`src/rtl/rx_sample_timer.sv`:
```
// USB receive bit-sampling timer: tracks the phase within each bit period, resynchronises on
// line transitions, and emits sample, shift and byte-complete strobes while a packet is received.
`timescale 1ns/1ps

module rx_sample_timer #(
  parameter  int CLKS_PER_BIT  = 8,
  parameter  int SAMPLE_PHASE  = 3,
  parameter  int BITS_PER_BYTE = 8,
  localparam int PW            = $clog2(CLKS_PER_BIT),
  localparam int BW            = $clog2(BITS_PER_BYTE)
) (
  input  logic          clk,
  input  logic          n_rst,
  input  logic          enable_timer,
  input  logic          line_edge,
  input  logic          stuff_bit,
  input  logic          eop_detected,
  output logic          sample_strobe,
  output logic          shift_enable,
  output logic          byte_complete,
  output logic [BW-1:0] bit_count,
  output logic          active
);

  typedef enum logic [1:0] {
    S_IDLE,
    S_RUN,
    S_HOLD
  } state_t;

  localparam logic [PW-1:0] PHASE_LAST   = PW'(CLKS_PER_BIT - 1);
  localparam logic [PW-1:0] PHASE_SAMPLE = PW'(SAMPLE_PHASE);
  localparam logic [BW-1:0] BIT_LAST     = BW'(BITS_PER_BYTE - 1);

  state_t        r_state;
  state_t        w_next_state;
  logic [PW-1:0] r_phase;
  logic [PW-1:0] w_phase_next;
  logic [BW-1:0] r_bit_count;
  logic [BW-1:0] w_bit_count_next;
  logic          r_active;
  logic          w_run;
  logic          w_stay_run;

  assign w_run      = (r_state == S_RUN);
  assign w_stay_run = w_run && (w_next_state == S_RUN);

  // NOTE: every signal driven from always_comb gets a default first so no path infers a latch.
  always_comb begin
    w_next_state = r_state;
    unique case (r_state)
      S_IDLE: if (enable_timer && !eop_detected) w_next_state = S_RUN;
      S_RUN: begin
        if (eop_detected)       w_next_state = S_HOLD;
        else if (!enable_timer) w_next_state = S_IDLE;
      end
      S_HOLD: if (!enable_timer) w_next_state = S_IDLE;
      default: w_next_state = S_IDLE;
    endcase
  end

  // Strobes come from the current phase; eop or a dropped enable gate them in the same cycle.
  assign sample_strobe = w_run && enable_timer && !eop_detected && (r_phase == PHASE_SAMPLE);
  assign shift_enable  = sample_strobe && !stuff_bit;
  assign byte_complete = shift_enable && (r_bit_count == BIT_LAST);

  // Phase is parked at 0 outside RUN, so the first RUN cycle always starts at phase 0.
  always_comb begin
    w_phase_next = '0;
    if (w_stay_run && !line_edge && (r_phase != PHASE_LAST)) begin
      w_phase_next = r_phase + PW'(1);
    end
  end

  // Leaving RUN discards any partial byte.
  always_comb begin
    w_bit_count_next = r_bit_count;
    if (!w_stay_run) begin
      w_bit_count_next = '0;
    end else if (shift_enable) begin
      w_bit_count_next = (r_bit_count == BIT_LAST) ? '0 : r_bit_count + BW'(1);
    end
  end

  // NOTE: sequential state uses non-blocking assignments so every flop samples pre-edge values.
  always_ff @(posedge clk or negedge n_rst) begin
    if (!n_rst) begin
      r_state     <= S_IDLE;
      r_phase     <= '0;
      r_bit_count <= '0;
      r_active    <= 1'b0;
    end else begin
      r_state     <= w_next_state;
      r_phase     <= w_phase_next;
      r_bit_count <= w_bit_count_next;
      r_active    <= (w_next_state == S_RUN);
    end
  end

  assign bit_count = r_bit_count;
  assign active    = r_active;

endmodule

```
`config.mk`:
```
export PLATFORM = sky130hd
export DESIGN_NAME = rx_sample_timer
export DESIGN_NICKNAME = d
export VERILOG_FILES = /design/src/rtl/rx_sample_timer.sv
export SDC_FILE = /design/constraint.sdc
export NUM_CORES = 1
export LEC_CHECK = 0
export ABC_CLOCK_PERIOD_IN_PS = 1650
export BUFFER_PORTS_ARGS = -buffer_cell sky130_fd_sc_hd__buf_2
export CAP_MARGIN = 10
export CORE_MARGIN = 3
export CORE_UTILIZATION = 33
export DETAILED_ROUTE_END_ITERATION = 16
export GPL_TIMING_DRIVEN = 0
export SLEW_MARGIN = 20
export SYNTH_ARGS = -nofsm -noshare
export SYNTH_HDL_FRONTEND = slang
export SYNTH_SLANG_ARGS = --single-unit
```
`constraint.sdc`:
```
create_clock -name clk -period 1.65 [get_ports clk]
set_input_delay 0.0825 -clock clk [delete_from_list [all_inputs] [get_ports clk]]
set_output_delay 0.0825 -clock clk [all_outputs]
set_load 0.1 [all_outputs]
```
==> flow_summary.toml, run 1 <==
[status]
status = "complete, no violations"

[synth]
synth_edf_count = 0
syn_area_per_cell_um2 = 11.99
yosys_warnings = 0
synth_top_area_frac = 0.4945
ys_ff_latch = 9
synth_area_leaders = "dfrtp_1 49%, ha_1 14%, mux2i_1 6.6%, nand4bb_4 6.0%, nor2_1 4.9%"
seq_area_frac_synth = 0.4945
ys_types = 13
synth_top_area_cell = "dfrtp_1"
synthMuxAreaShare = 0.06593
synth_area_um2 = 455.4
synth_common_cells = "9 x dfrtp_1, 6 x nor2_1, 5 x ha_1"
synth_compound_area_frac = 0
synth_xor_area_frac = 0
yosys.area_share.simple = 0.2775
synth_ff_type = "dfrtp_1"
yosysMostFrequentCell = "dfrtp_1"
synth_nets = 49
synthAdderAreaFrac = 0.1374
synth_top_family_by_area = "simple AND/OR/NAND/NOR gates"
synthArstFlopShare = 1.000
syn_inst = 38

[final_layout]
utilization = 0.5354
antenna_cells = 0
synthToLayoutAreaGrowth_pct = 41.21
finalNetCount = 68
final_cell_count_no_fill = 70
drive_gt1_frac = 0.5179
fin_area_um2 = 643.1

[setup_path]
path_depth = 6
cpPeakStageDelay_ns = 0.42
critPathMostFrequentCell = "ha_4"
cp_max_fo = 2
path_buf_inv = 1
critPathArrivalTime_ns = 1.49
reg2reg_to = "r_phase[0]"
critical_path_required_ns = 1.57
cp-start-kind = "flop"
regToRegStartpoint = "r_phase[0]"
slowest_stage = "dfrtp_1"
crit_type = "flop to primary output"
crit_start = "r_phase[0]"
path_cells = "ha_4, ha_4, nand2b_4, nor2_4, and2_2, buf_12"
r2r_cells = 4
endpoint_kind = "primary output"
path_delay_family = "flip-flops"
r2r_slack_ns = 0.32

[floorplan]
initial_core_util = 0.3792
ios = 13
core_area_um2 = 1201
die_w_um = 43.15
rows = 12
dieArea_um2 = 1862
die_h_um = 43.15

[sta]
clock_skew_ns = 0.006289
min_period_over_period = 0.9535
rsz0062_at_grt = "false"
setup_violations = 0
finalMaxSlewViolations = 0
period_needed_ns = 1.573
setup_slack_ns = 0.07677
slew_headroom = 0.6786
timing.final.hold_violations = 0
tightest_slew_ns = 0.4854
max_freq_ghz = 0.6356

[clocking]
cts_made_buffers = 3
cts_root_buf = "clkbuf_4"
htree_levels = 1
cts_buffer_depth = 2
cts_tree = "yes"
clkTransAtPathRegs_ns = 0.06
clkSinkCount = 9
clk_latency_ns = 0.25

[route]
routed_wl_um = 747
drt_pass1_iterations = 2
drc = 0
first_iter_violations = 3
routed-via-count = 312
wl_per_cell_um = 10.67
viasPerCell = 4.457
ant_nets = 0

[place]
dp_hpwl_um = 519.5
port_buffers = 12
place_inst = 64
place_area_um2 = 546.8
place_congestion = 0.6905
dpl_worst_slack_ns = -0.004461

[power_and_ir_drop]
peakVddDrop_mv = 0.4292
combPwrFrac = 0.093
p_leak_nw = 0.3192
pwr-share-seq = 0.532
power_w = 0.0004345
p_int_w = 0.0003351
clock_power_share = 0.375
cellPowerDensity_nw_per_um2 = 675.6
p_switching_w = 0.00009937
switching_share = 0.2287

[worst_hold_path]
min_path_cells = 2
hold_path_end = "active"
min-delay-start = "eop_detected"
hp-class = "input pin to flop"

[global_route]
antenna_found_initial = 0
grt_max_degree = 10
grt_overflow = 0
grt_usage = 0.09083
grt_pass1_vias = 306
grt_pass1_wl_um = 1235

[flow_run]
maxCapViolCount = 0
## logic make-up (layout without fill, tap and decap cells)
| family | after synthesis | count (layout) |
|---|---|---|
| adders and majority gates | 5 | 5 |
| and+or+nand+nor | 18 | 18 |
| muxes | 3 | 3 |
| buffers and inverters | 3 | 21 |
| DFF | 9 | 9 |
## stage by stage
| stage | setup TNS [ns] | hold slack, ns |
|---|---|---|
| finish | 0 | 0.02007 |
| global route | 0 | 0.01813 |
| CTS | 0 | 0.01436 |
| detailed placement | -0.004461 | -0.05535 |
| global placement | 0 | -0.05709 |
| floorplan | -0.3568 | -0.2131 |
## how the worst max path moves through the flow
stage,to
3_3_place_gp,byte_complete
5_1_grt,byte_complete
4_1_cts,byte_complete
3_5_place_dp,byte_complete
6_report,byte_complete
2_1_floorplan,byte_complete
## worst reg2reg max path, delay by kind of cell, from the launching register on
kind	cells	cell delay, ns
and+or+nand+nor	2	0.49
adders and majority gates	2	0.37
DFF	1	0.42
## routing by layer
metal | part of all wire | wire [µm] | global-route usage | vias up
met5 | 0 | 0 | 0 | -
met4 | 0 | 0 | 0.03614 | 0
met3 | 0.066 | 49 | 0.03814 | 0
met2 | 0.47 | 350 | 0.1475 | 9
met1 | 0.46 | 347 | 0.1039 | 142
li1 | - | - | - | 161
## placed cells by master (no fill, tap or decap), drive strengths merged
cell type,count
and2,1
buf,13
clkbuf,4
dfrtp,9
dlygate4sd3,1
ha,5
inv,3
mux2i,3
nand2,1
nand2b,1
nand3b,2
nand4bb,1
nor2,9
nor3b,2
or3,1
## what timing repair did
action | in CTS | in global routing
pin swaps | 0 | 2
hold buffers | 1 | 0
gates resized for setup | 9 | 3
endpoints found under the setup margin | 2 | 1
cloned | 0 | 0
setup buffers | 0 | 1
hold endpoints to repair | 9 | 0
## layout make-up
type / count / area [µm²]
well taps: 14 / 17.52
fillers: 105 / 558.0
clock buffers: 4 / 26.28
repair buffers: 14 / 97.59
inverters: 3 / 11.26
flip-flops and latches: 9 / 227.7
multi-input cells: 26 / 262.8
## state kept, by name, indices dropped and copies added (netlist names)
| signal | cells |
|---|---|
| r_phase | 3 |
| active | 1 |
| bit_count | 3 |
| r_state | 2 |
## power groups by stage
stage	clock [W]	sequential (W)	combinational, W
4_1_cts	0.000170	0.000231	0.0000408
3_3_place_gp	0	0.000235	0.0000381
5_1_grt	0.000182	0.000232	0.0000441
6_report	0.000163	0.000231	0.0000405
3_5_place_dp	0	0.000235	0.0000380
2_1_floorplan	0	0.000246	0.0000118
Power figures use the tool's default switching activity.
==> run 2, diff against run 1 <==
CORE_AREA = 3 3 40 42   (was not set)
CORE_MARGIN = not set   (was 3)
CORE_UTILIZATION = not set   (was 33)
DIE_AREA = 0 0 43 45   (was not set)
==> flow_summary.toml, run 2 (synthesis results as in run 1) <==
[clocking]
cts_made_buffers = 3
cts_root_buf = "clkbuf_4"
cts_tree = "yes"
cts_buffer_depth = 2
htree_levels = 1
clkSinkCount = 9
clkTransAtPathRegs_ns = 0.06
clk_latency_ns = 0.26

[sta]
period_needed_ns = 1.536
rsz0062_at_grt = "false"
clock_skew_ns = 0.004463
setup_slack_ns = 0.1138
max_freq_ghz = 0.6509
timing.final.hold_violations = 0
slew_headroom = 0.6782
finalMaxSlewViolations = 0
min_period_over_period = 0.9310
tightest_slew_ns = 0.4860
setup_violations = 0

[power_and_ir_drop]
cellPowerDensity_nw_per_um2 = 669.4
switching_share = 0.2335
clock_power_share = 0.379
peakVddDrop_mv = 0.3762
combPwrFrac = 0.092
pwr-share-seq = 0.528
p_leak_nw = 0.3244
p_switching_w = 0.0001021
p_int_w = 0.0003351

[setup_path]
cp-start-kind = "flop"
r2r_cells = 4
r2r_slack_ns = 0.34
endpoint_kind = "primary output"
reg2reg_to = "r_phase[1]"
cp_max_fo = 4
critPathArrivalTime_ns = 1.45
critical_path_required_ns = 1.57
regToRegStartpoint = "r_phase[0]"
crit_type = "flop to primary output"

[place]
place_congestion = 0.6452
port_buffers = 12
dpl_worst_slack_ns = 0.0006057
place_inst = 65
dp_hpwl_um = 536.3

[worst_hold_path]
hp-class = "input pin to flop"
min-delay-start = "eop_detected"
min_path_cells = 2
hold_path_end = "active"

[final_layout]
finalNetCount = 69
multi_input_area_um2 = 264.0
layout_commonest_cell = "buf_2"
utilization = 0.5083
layout_common_cells = "9 x buf_2, 7 x dfrtp_1, 4 x nor2_2, 4 x nor2_1, 4 x buf_4"
antenna_cells = 0
final_cell_count_no_fill = 72
regArea_um2 = 227.7
drive_gt1_frac = 0.5263
synthToLayoutAreaGrowth_pct = 43.41
fillers = 120

[route]
ant_nets = 0
viasPerCell = 4.347
routed_wl_um = 737
routed-via-count = 313
drc = 0
wl_per_cell_um = 10.24
first_iter_violations = 0
drt_pass1_iterations = 1

[global_route]
grt_usage = 0.09367
grt_pass1_vias = 307
antenna_found_initial = 0
grt_pass1_wl_um = 1262
grt_overflow = 0
grt_max_degree = 10

[floorplan]
die_h_um = 45
die_w_um = 43
rows = 13
initial_core_util = 0.3544
dieArea_um2 = 1935
ios = 13
core_area_um2 = 1285

[status]
status = "complete, no violations"

[flow_run]
maxCapViolCount = 0
run 2: changes by cell type in the layout (fill, tap and decap cells not counted):
cell	previous run	this run
buf_4	3	4
and2_2	1	0
and2_4	0	1
run 2: layout make-up:
class                      count  area share
tap                           15     0.02874
inverter                       3     0.01724
clock buffer                   4     0.04023
sequential                     9      0.3487
multi-input combinational     26      0.4042
timing repair buffer          15      0.1609
run 2: power by group through the flow:
stage          Combinational [W]  Clock, W  Sequential, W
2_1_floorplan          0.0000118         0       0.000246
3_3_place_gp           0.0000379         0       0.000235
3_5_place_dp           0.0000384         0       0.000235
4_1_cts                0.0000411  0.000175       0.000231
5_1_grt                0.0000441  0.000189       0.000231
6_report               0.0000403  0.000166       0.000231
run 2: worst max-delay path: stages, from the launching register on:
cell      delay [ns]
dfrtp_1         0.41
ha_4            0.18
ha_4            0.16
nand2b_4        0.09
nor2_4          0.04
and2_4          0.16
buf_12          0.16
run 2: repair_timing:
item                                    CTS  global route
pin swaps                                 0             1
setup buffers                             0             2
gates resized for setup                  10             3
endpoints found under the setup margin    2             2
hold buffers                              1             0
hold endpoints to repair                  9             0
run 2: worst max-delay path by stage:
| stage | slack [ns] | from | to | cells after the start |
|---|---|---|---|---|
| after floorplan | -0.36 | r_phase[0] | byte_complete | 5 |
| after global placement | 0.01 | r_phase[0] | byte_complete | 6 |
| after detailed placement | 0.0006 | r_phase[0] | byte_complete | 6 |
| after CTS | 0.004 | r_phase[0] | byte_complete | 6 |
| after global routing | 0.03 | r_state[1] | byte_complete | 4 |
| final | 0.11 | r_phase[0] | byte_complete | 6 |
run 2: metrics by stage:
| stage | power (W) | instance area, µm² | setup TNS [ns] | hold WS, ns |
|---|---|---|---|---|
| finish | 0.0004372 | 653.1 | 0 | 0.02926 |
| global route | 0.0004648 | 653.1 | 0 | 0.02630 |
| CTS | 0.0004465 | 616.8 | 0 | 0.01795 |
| detailed placement | 0.0002732 | 548.0 | 0 | -0.05720 |
| global placement | 0.0002727 | 548.0 | 0 | -0.05682 |
| floorplan | 0.0002573 | 469.2 | -0.3568 | -0.2131 |
run 2: metal layers:
layer,vias to the layer above,wire [µm],global-route usage
li1,163,-,-
met1,140,333,0.1103
met2,10,342,0.1257
met3,0,62,0.03984
met4,0,0,0.09036
met5,-,0,0
